File: src/rtl/radix_entry_encoder_pkg.sv
// Shared definitions for the radix entry path: radix codes, entry FSM states
// and radix helpers, also reused by the display path's mode FSM.
package radix_entry_encoder_pkg;

  localparam logic [1:0] RADIX_OCT = 2'b00;
  localparam logic [1:0] RADIX_DEC = 2'b01;
  localparam logic [1:0] RADIX_HEX = 2'b10;

  typedef enum logic [1:0] {
    ST_EMPTY = 2'd0,
    ST_ONE   = 2'd1,
    ST_TWO   = 2'd2,
    ST_ERR   = 2'd3
  } entry_state_t;

  // The unused code 2'b11 is folded back to octal wherever a radix is consumed.
  function automatic logic [1:0] radix_sanitize(input logic [1:0] radix);
    logic [1:0] result;
    result = (radix == 2'b11) ? RADIX_OCT : radix;
    return result;
  endfunction

  function automatic logic [4:0] radix_base(input logic [1:0] radix);
    logic [4:0] base;
    case (radix)
      RADIX_DEC: base = 5'd10;
      RADIX_HEX: base = 5'd16;
      default:   base = 5'd8;
    endcase
    return base;
  endfunction

  function automatic logic [1:0] radix_next(input logic [1:0] radix);
    logic [1:0] result;
    case (radix)
      RADIX_OCT: result = RADIX_DEC;
      RADIX_DEC: result = RADIX_HEX;
      default:   result = RADIX_OCT;
    endcase
    return result;
  endfunction

endpackage

File: src/rtl/radix_entry_encoder_if.sv
// Switch/button inputs and entered-value outputs of the radix entry encoder.
interface radix_entry_encoder_if;

  logic [3:0] digit_in;
  logic       digit_stb;
  logic       enter;
  logic       clear;
  logic       mode_btn;
  logic [3:0] value;
  logic       value_valid;
  logic       error;
  logic [1:0] radix;
  logic [1:0] digit_count;

  modport master (
    output digit_in, digit_stb, enter, clear, mode_btn,
    input  value, value_valid, error, radix, digit_count
  );

  modport slave (
    input  digit_in, digit_stb, enter, clear, mode_btn,
    output value, value_valid, error, radix, digit_count
  );

endinterface

File: src/rtl/radix_entry_encoder_btn_edge_sync.sv
// Raw button conditioning: SYNC_STAGES-deep synchronizer followed by a
// registered rising-edge detector that emits a single-clock pulse.
module btn_edge_sync #(
  parameter int SYNC_STAGES = 2
) (
  input  logic clk,
  input  logic rst,
  input  logic btn,
  output logic pulse
);

  logic [SYNC_STAGES-1:0] sync_q;
  logic                   prev_q;

  // The pulse is registered so a press is acted on one cycle after the
  // synchronized level first goes high; holding the button gives one pulse.
  always_ff @(posedge clk or posedge rst) begin
    if (rst) begin
      sync_q <= '0;
      prev_q <= 1'b0;
      pulse  <= 1'b0;
    end else begin
      sync_q <= {sync_q[SYNC_STAGES-2:0], btn};
      prev_q <= sync_q[SYNC_STAGES-1];
      pulse  <= sync_q[SYNC_STAGES-1] & ~prev_q;
    end
  end

endmodule

File: src/rtl/radix_entry_encoder.sv
// Keypad-style entry of up to two digits in octal/decimal/hex, converted to
// a 4-bit binary value for the display system's input bus.
module radix_entry_encoder
  import radix_entry_encoder_pkg::*;
#(
  parameter int SYNC_STAGES = 2
) (
  input  logic                  clk,
  input  logic                  rst,
  radix_entry_encoder_if.slave  bus
);

  logic digit_p;
  logic enter_p;
  logic clear_p;
  logic mode_p;

  btn_edge_sync #(.SYNC_STAGES(SYNC_STAGES)) u_digit_sync (
    .clk   (clk),
    .rst   (rst),
    .btn   (bus.digit_stb),
    .pulse (digit_p)
  );

  btn_edge_sync #(.SYNC_STAGES(SYNC_STAGES)) u_enter_sync (
    .clk   (clk),
    .rst   (rst),
    .btn   (bus.enter),
    .pulse (enter_p)
  );

  btn_edge_sync #(.SYNC_STAGES(SYNC_STAGES)) u_clear_sync (
    .clk   (clk),
    .rst   (rst),
    .btn   (bus.clear),
    .pulse (clear_p)
  );

  btn_edge_sync #(.SYNC_STAGES(SYNC_STAGES)) u_mode_sync (
    .clk   (clk),
    .rst   (rst),
    .btn   (bus.mode_btn),
    .pulse (mode_p)
  );

  entry_state_t state_q, state_d;
  logic [7:0]   acc_q, acc_d;
  logic [3:0]   value_q, value_d;
  logic         valid_q, valid_d;
  logic [1:0]   radix_q, radix_d;

  logic [1:0]   radix_cur;
  logic [4:0]   base;
  logic         digit_ok;
  logic [7:0]   acc_mac;

  always_ff @(posedge clk or posedge rst) begin
    if (rst) begin
      state_q <= ST_EMPTY;
      acc_q   <= '0;
      value_q <= '0;
      valid_q <= 1'b0;
      radix_q <= RADIX_OCT;
    end else begin
      state_q <= state_d;
      acc_q   <= acc_d;
      value_q <= value_d;
      valid_q <= valid_d;
      radix_q <= radix_d;
    end
  end

  // acc never exceeds 15 before the second digit, so acc*base+digit fits in 8 bits.
  always_comb begin
    radix_cur = radix_sanitize(radix_q);
    base      = radix_base(radix_cur);
    digit_ok  = ({1'b0, bus.digit_in} < base);
    acc_mac   = acc_q * {3'b000, base} + {4'b0000, bus.digit_in};
  end

  // Only the highest-priority pulse acts: clear > mode > enter > digit.
  always_comb begin
    state_d = state_q;
    acc_d   = acc_q;
    value_d = value_q;
    valid_d = 1'b0;
    radix_d = radix_cur;

    if (clear_p) begin
      acc_d   = '0;
      state_d = ST_EMPTY;
    end else if (mode_p) begin
      radix_d = radix_next(radix_cur);
      acc_d   = '0;
      state_d = ST_EMPTY;
    end else if (enter_p) begin
      if (state_q == ST_ONE || state_q == ST_TWO) begin
        if (acc_q <= 8'd15) begin
          value_d = acc_q[3:0];
          valid_d = 1'b1;
          acc_d   = '0;
          state_d = ST_EMPTY;
        end else begin
          state_d = ST_ERR;
        end
      end
    end else if (digit_p) begin
      case (state_q)
        ST_EMPTY: begin
          if (digit_ok) begin
            acc_d   = {4'b0000, bus.digit_in};
            state_d = ST_ONE;
          end else begin
            state_d = ST_ERR;
          end
        end
        ST_ONE: begin
          if (digit_ok) begin
            acc_d   = acc_mac;
            state_d = ST_TWO;
          end else begin
            state_d = ST_ERR;
          end
        end
        ST_TWO:  state_d = ST_ERR;
        default: state_d = state_q;
      endcase
    end
  end

  always_comb begin
    bus.value       = value_q;
    bus.value_valid = valid_q;
    bus.radix       = radix_cur;
    bus.error       = (state_q == ST_ERR);
    case (state_q)
      ST_ONE:  bus.digit_count = 2'd1;
      ST_TWO:  bus.digit_count = 2'd2;
      default: bus.digit_count = 2'd0;
    endcase
  end

endmodule

File: src/flat_wrapper.sv
// flat-port wrapper written by rule: the top's interface ports become plain ports
module radix_entry_encoder_flat import radix_entry_encoder_pkg::*;
#(
  parameter int SYNC_STAGES = 2
)
  (clk, rst, bus_digit_in, bus_digit_stb, bus_enter, bus_clear, bus_mode_btn, bus_value, bus_value_valid, bus_error, bus_radix, bus_digit_count);
  radix_entry_encoder_if bus_i ();
  input  logic clk;
  input  logic rst;
  input wire logic [$bits(bus_i.digit_in)-1:0] bus_digit_in;
  input wire logic [$bits(bus_i.digit_stb)-1:0] bus_digit_stb;
  input wire logic [$bits(bus_i.enter)-1:0] bus_enter;
  input wire logic [$bits(bus_i.clear)-1:0] bus_clear;
  input wire logic [$bits(bus_i.mode_btn)-1:0] bus_mode_btn;
  output wire logic [$bits(bus_i.value)-1:0] bus_value;
  output wire logic [$bits(bus_i.value_valid)-1:0] bus_value_valid;
  output wire logic [$bits(bus_i.error)-1:0] bus_error;
  output wire logic [$bits(bus_i.radix)-1:0] bus_radix;
  output wire logic [$bits(bus_i.digit_count)-1:0] bus_digit_count;
  assign bus_i.digit_in = bus_digit_in;
  assign bus_i.digit_stb = bus_digit_stb;
  assign bus_i.enter = bus_enter;
  assign bus_i.clear = bus_clear;
  assign bus_i.mode_btn = bus_mode_btn;
  assign bus_value = bus_i.value;
  assign bus_value_valid = bus_i.value_valid;
  assign bus_error = bus_i.error;
  assign bus_radix = bus_i.radix;
  assign bus_digit_count = bus_i.digit_count;
  radix_entry_encoder #(.SYNC_STAGES(SYNC_STAGES)) u_core (.clk(clk), .rst(rst), .bus(bus_i));
endmodule
File: config.mk
export PLATFORM = sky130hd
export DESIGN_NAME = radix_entry_encoder_flat
export DESIGN_NICKNAME = d
export VERILOG_FILES = /design/src/rtl/radix_entry_encoder_pkg.sv /design/src/rtl/radix_entry_encoder_if.sv /design/src/rtl/radix_entry_encoder_btn_edge_sync.sv /design/src/rtl/radix_entry_encoder.sv /design/src/flat_wrapper.sv
export SDC_FILE = /design/constraint.sdc
export NUM_CORES = 1
export LEC_CHECK = 0
export BUFFER_PORTS_ARGS = -buffer_cell sky130_fd_sc_hd__buf_4
export CORE_MARGIN = 1.5
export CORE_UTILIZATION = 45
export DETAILED_ROUTE_END_ITERATION = 8
export HOLD_SLACK_MARGIN = 0.06
export PLACE_DENSITY = 0.71
export SYNTH_ARGS = -nofsm -noshare
export SYNTH_HDL_FRONTEND = slang
export SYNTH_SLANG_ARGS = --single-unit
File: constraint.sdc
create_clock -name clk -period 3.2 [get_ports clk]
set_input_delay 0.64 -clock clk [delete_from_list [all_inputs] [get_ports clk]]
set_output_delay 0.64 -clock clk [all_outputs]
set_load 0.005 [all_outputs]
Word level (Yosys, flattened, before mapping):

Cells that the tools add are included.

* bits in registers: 33
* bits in latches: 0
* memory bits (writable): 0
* memory bits (read-only): 0
* input port bits: 10
* output and inout bits: 10
* logic and storage cells: 79
* memories: 0

* $add $sub $neg: 1
* multiply operators: 1
* div/mod/pow operators: 0
* order comparisons: 2
* equality and inequality tests: 10
* shift operators: 0
* muxes and demuxes: 29
* bitwise logic cells: 10
* reductions and logical operators: 9

Operator list (count)
* 8-bit 2-to-1 mux: 8
* 2-bit 2-to-1 mux: 10
* 8-bit one-hot mux with 2 select lines: 1
* 5-bit by 4-bit != test with 1-bit output (second input constant): 2
* 5-bit one-hot mux with 2 select lines: 1
* 8-bit by 4-bit adder with 8-bit output: 1
* 2-bit == test (second input constant): 4
* 8-bit by 4-bit less-or-equal comparator with 1-bit output (second input constant): 1
* 8-bit by 5-bit multiplier with 8-bit output: 1
* 4-bit by 3-bit != test with 1-bit output (second input constant): 2
* 2-bit one-hot mux with 2 select lines: 2
* 1-bit 2-to-1 mux: 6
* 1-bit NOT: 6
* 2-bit one-hot mux with 3 select lines: 1
* 6-bit AND reduction: 1
* 6-bit nonzero test: 1
* 4-bit by 5-bit < comparator with 1-bit output: 1
* 5-bit AND reduction: 1
* 5-bit nonzero test: 1
* 1-bit AND: 4
* 2-bit by 1-bit == test with 1-bit output (second input constant): 2
* 2-bit logical NOT: 2
* 4-bit nonzero test: 1
* 3-bit AND reduction: 1
* 1-bit logical OR: 1

Longest topological paths before layout:

* depth in word-level cells: 12
* gate-level depth with buffers: 14
* depth with buffers taken out: 14

Cells and area by module:

Synthesis repeated with hierarchy kept, for this count alone.

* cells, all modules: 171
* area, all modules: 1941.9 µm²

By module, submodules not included
* radix_entry_encoder: instances 1, cells an instance 147, area an instance 1471.4 µm², seq. area each 425.4 µm²
* btn_edge_sync: instances 4, cells an instance 6, area an instance 117.6 µm², seq. area each 100.1 µm²

Worst setup path after synthesis:

OpenSTA, ideal clock, no wires.

* kind: flip-flop to flip-flop
* from: reg u_core.radix_q[0]
* to: reg u_core.acc_q[7]
* setup time: 64 ps
* arrival time: 3413 ps
* required time: 3136 ps
* path slack: -277 ps
* cell stages (with the launch flop): 13
* buffers on the path: 0
* period minus slack after synthesis: 3477 ps
* cell sequence: dfrtp_1 > inv_1 > ha_1 > and2b_2 > ha_1 > ha_1 > fa_1 > fa_1 > a21o_1 > a21oi_1 > xnor3_1 > nor2_1 > mux2_4

* word-level cells in the longest chain between the ends: 12
* elaborated cells between the ends (all ways): 17
* classes of those cells: add/sub: 1; mul: 1; order compare: 1; eq/ne: 5; mux: 8; reduce/logical: 1

RTL lines
* from (decl): line radix_entry_encoder.sv:50 `logic [1:0] radix_q, radix_d;`
* from (signal assigned): line radix_entry_encoder.sv:69 `radix_q <= radix_d;`
* 2-bit == test *: line radix_entry_encoder_pkg.sv:19 `result = (radix == 2'b11) ? RADIX_OCT : radix;`
* 2-bit 2-to-1 mux *: line radix_entry_encoder_pkg.sv:19
* net bus_radix[1]: line flat_wrapper.sv:18 `output wire logic [$bits(bus_i.radix)-1:0] bus_radix;`
* 2-bit == test or 2-bit by 1-bit == test with 1-bit output (tied branches): line radix_entry_encoder_pkg.sv:25 `case (radix)`
* 5-bit one-hot mux with 2 select lines *: line radix_entry_encoder_pkg.sv:25
* 8-bit by 5-bit multiplier with 8-bit output: line radix_entry_encoder.sv:78 `acc_mac = acc_q * {3'b000, base} + {4'b0000, bus.digit_in};`
* 8-bit by 4-bit adder with 8-bit output: line radix_entry_encoder.sv:78
* 8-bit 2-to-1 mux: line radix_entry_encoder.sv:118 `if (digit_ok) begin`
* 8-bit one-hot mux with 2 select lines: line radix_entry_encoder.sv:108 `case (state_q)`
* 8-bit 2-to-1 mux: line radix_entry_encoder.sv:107 `end else if (digit_p) begin`
* 8-bit 2-to-1 mux: line radix_entry_encoder.sv:96 `end else if (enter_p) begin`
* 8-bit 2-to-1 mux: line radix_entry_encoder.sv:92 `end else if (mode_p) begin`
* 8-bit 2-to-1 mux: line radix_entry_encoder.sv:89 `if (clear_p) begin`
* to (signal assigned): line radix_entry_encoder.sv:60 `acc_q <= '0;`
* to (signal assigned): line radix_entry_encoder.sv:66 `acc_q <= acc_d;`
* to (decl): line radix_entry_encoder.sv:47 `logic [7:0] acc_q, acc_d;`

Mark *: on every way through the listed nets, which the timed path passes. The rest lies on a longest branch. The select of a mux whose other input is x is not followed.
A chain may end at the register's enable or synchronous reset.

Worst setup path after layout:

* from: reg u_core.radix_q[0]
* to: reg u_core.acc_q[7]

* word-level cells in the longest chain between the ends: 12
* elaborated cells between the ends (all ways): 17
* classes of those cells: add/sub: 1; mul: 1; order compare: 1; eq/ne: 5; mux: 8; reduce/logical: 1

RTL lines (line)
* 2-bit == test: radix_entry_encoder_pkg.sv:19
* 2-bit 2-to-1 mux *: radix_entry_encoder_pkg.sv:19
* 2-bit == test or 2-bit by 1-bit == test with 1-bit output (tied branches): radix_entry_encoder_pkg.sv:25
* 5-bit one-hot mux with 2 select lines *: radix_entry_encoder_pkg.sv:25
* 8-bit by 5-bit multiplier with 8-bit output: radix_entry_encoder.sv:78
* 8-bit by 4-bit adder with 8-bit output: radix_entry_encoder.sv:78
* 8-bit 2-to-1 mux: radix_entry_encoder.sv:118
* 8-bit one-hot mux with 2 select lines: radix_entry_encoder.sv:108
* 8-bit 2-to-1 mux: radix_entry_encoder.sv:107
* 8-bit 2-to-1 mux: radix_entry_encoder.sv:96
* 8-bit 2-to-1 mux: radix_entry_encoder.sv:92
* 8-bit 2-to-1 mux: radix_entry_encoder.sv:89

Every way passes the cells marked *; elsewhere a longest branch is shown, timed or not. The select of a mux whose other input is x is not followed.

==> results.cfg <==
[layout]
drive_gt1_share_pct = 35.2
final_common_cell = dfrtp_1
antenna_cells = 0
finalNetCount = 234
fillers = 327
area_growth_pct = 25.5
final_cell_mix = dfrtp_1, buf_4, ha_1

[route]
ant_nets = 0
wl_per_cell_um = 15.2
drt-initial-drc-count = 30
finalWirelength_um = 3750
via_count = 1255
post_drt_via_cell_ratio = 5.10
dr.pass1.iters = 4
post-route-drc-count = 0

[yosys]
yosys.area_share.simple_pct = 13.5
synth.mux.area_fraction_pct = 11.6
async_flop_share_pct = 100
post_synth.cell_area_avg_um2 = 12.0
synth_compound_area_share_pct = 4.72
synth_top_family_by_area = adder cells
synth_seq_area_share_pct = 42.7
synth_xor_area_share_pct = 4.14
synthCells = 161
ys_warn_count = 0
synth_edf_count = 0
synth_adder_area_share_pct = 20.3
syn_nets = 200
ys_ff_latch = 33
yosysUniqueCellTypes = 32
syn_area_um2 = 1940
synth_ff_type = dfrtp_1

[critical_path]
cp_cell_sequence = buf_4 -> ha_4 -> and2_1 -> ha_1 -> ha_1 -> ha_4 -> ha_4 -> fa_2 -> a21o_1 -> a21oi_2 -> xnor3_1 -> nor2_1 -> mux2_4
arrival_ps = 3300
crit_family = adder cells
crit_top_cell = ha_4
cp_num_buf_inv = 1
slowest_stage = dfrtp_1
crit_type = reg2reg
start_kind = flop
crit_path_end_kind = flop
worst-path-max-fanout = 2
slowest_delay_ps = 400
required_ps = 3370

[clock_network]
clk_pin_slew_ps = 70
cts_tree = yes
clockBufferDepth = 2
numCtsBuffers = 5
cts-htree-levels = 2
clockRootBuffer = clkbuf_8
cts_sinks = 33
clkLatencyLatePin_ps = 290
cts_hold_buf = 0

[sta]
whs_ps = 353
fin_crit_ps = 3130
slew_headroom_pct = 62.8
finalSetupViolations = 0
tightest_slew_ps = 553
hold_violations = 0
min_period_over_period_pct = 97.8
max_freq_ghz = 0.320
finClkSkew_ps = 12.7
fin_ws_ps = 71.8
slew_violations = 0

[floorplan]
die_y_um = 68.6
dieArea_um2 = 4700
die_x_um = 68.6
start_util_pct = 47.7
rows = 23
ios = 20
core_area_um2 = 4060

[power_and_ir_drop]
p_per_area_nw_per_um2 = 793
ir_drop_mv = 0.374
p_leak_nw = 1.22

[job]
drv_cap = 0

[global_routing]
grt_pass1_wl_um = 6190
grt_pass1_vias = 1347
grt-ovfl-total = 0
grt_max_degree = 34
grt_use_total_pct = 18.6
antenna_found_initial = 0

[placement]
gp_congestion = 0.827
hpwl_um = 2780
dp_slack_ps = -29.8
portBuffers = 19

[hold_path]
min_path_type = reg2reg

[status]
outcome = finished, final reports clean
==> stage by stage <==
stage / TNS (ps) / area, um2 / power, W / utilization [%] / std cells
5_1_grt: -1.95 / 2430 / 0.00206 / 59.9 / 246
3_3_place_gp: 0 / 2220 / 0.00140 / 54.8 / 233
2_1_floorplan: 0 / 1990 / 0.00118 / - / 161
4_1_cts: 0 / 2400 / 0.00191 / 59.2 / 246
3_5_place_dp: -29.8 / 2220 / 0.00145 / 54.8 / 233
6_report: 0 / 2430 / 0.00193 / 59.9 / 246
==> state kept, by name, indices dropped and copies added (netlist names), 2 cells and up <==
signal                      cells
u_core.acc_q                    8
u_core.bus.value                4
u_core.radix_q                  2
u_core.state_q                  2
u_core.u_clear_sync.sync_q      2
u_core.u_digit_sync.sync_q      2
u_core.u_enter_sync.sync_q      2
u_core.u_mode_sync.sync_q       2
==> per-layer routing <==
layer  up-vias  track usage [%]  share of wire (%)
li1        603                -                  -
met2        16             33.9                 52
met5         -                0                  0
met1       630             20.5                 43
met3         6             4.71                2.9
met4         0             7.25                1.5
==> cell type report <==
cell class	count	area, um2	share of cell area (%)
Timing Repair Buffer	28	210	8.65
Tap cell	50	62.6	2.57
Inverter	15	56.3	2.32
Sequential cell	33	826	34.0
Clock buffer	7	86.3	3.55
Multi-Input combinational cell	112	1160	47.7
Clock inverter	1	30.0	1.24
==> report_power, final <==
part	total [W]	internal, W	switching (W)
Clock	0.000405	0.000254	0.000152
Sequential	0.000590	0.000505	0.0000845
Combinational	0.000931	0.000505	0.000426
==> worst register-to-register path, stage by stage (launching register included) <==
cell	delay [ps]
dfrtp_1	400
buf_4	150
ha_4	150
and2_1	150
ha_1	270
ha_1	330
ha_4	230
ha_4	160
fa_2	380
a21o_1	190
a21oi_2	130
xnor3_1	150
nor2_1	50
mux2_4	260
==> worst paths after layout <==
kind	slack [ps]	start	depth (start not counted)	end
setup / recovery	70	u_core.radix_q[0]	13	u_core.acc_q[7]
hold / removal	350	u_core.u_enter_sync.sync_q[0]	0	u_core.u_enter_sync.sync_q[1]
setup reg to reg	70	u_core.radix_q[0]	13	u_core.acc_q[7]
hold reg to reg	350	u_core.u_enter_sync.sync_q[0]	0	u_core.u_enter_sync.sync_q[1]
max in group asynchronous	2470	rst	3	u_core.u_clear_sync.sync_q[0]
min in group asynchronous	430	rst	3	u_core.bus.value[1]
==> logic make-up (layout without fill, tap and decap cells) <==
logic type,Yosys count,after routing
AOI/OAI and AO/OA,11,11
DFF,33,33
adders and majority gates,29,29
xor gates and xnor gates,6,6
buffers and inverters,16,51
muxes,18,18
and+or+nand+nor,48,48
==> cell usage after synthesis, types with 2 or more instances <==
| library cell | n | area share (%) |
|---|---|---|
| and2_1 | 7 | 2.3 |
| xor2_1 | 3 | 1.4 |
| and2b_2 | 3 | 1.4 |
| mux2i_1 | 4 | 2.1 |
| inv_1 | 15 | 2.9 |
| nand2b_1 | 3 | 0.97 |
| xnor3_1 | 2 | 2.3 |
| nor3_1 | 2 | 0.52 |
| mux2_4 | 7 | 5.4 |
| a21oi_1 | 3 | 0.78 |
| ha_1 | 25 | 16 |
| a21o_1 | 2 | 0.78 |
| nor2b_1 | 6 | 1.9 |
| fa_1 | 4 | 4.1 |
| mux2_2 | 7 | 4.1 |
| dfrtp_1 | 33 | 43 |
| nand2_1 | 10 | 1.9 |
| nor2_1 | 11 | 2.1 |
==> repair_timing <==
action / in CTS / in global routing
buffers inserted: 5 / 0
setup endpoints to repair: 2 / 1
pin swaps: 2 / 6
gates resized for setup: 2 / 5
Note: power is estimated with default switching activity, not from simulation.
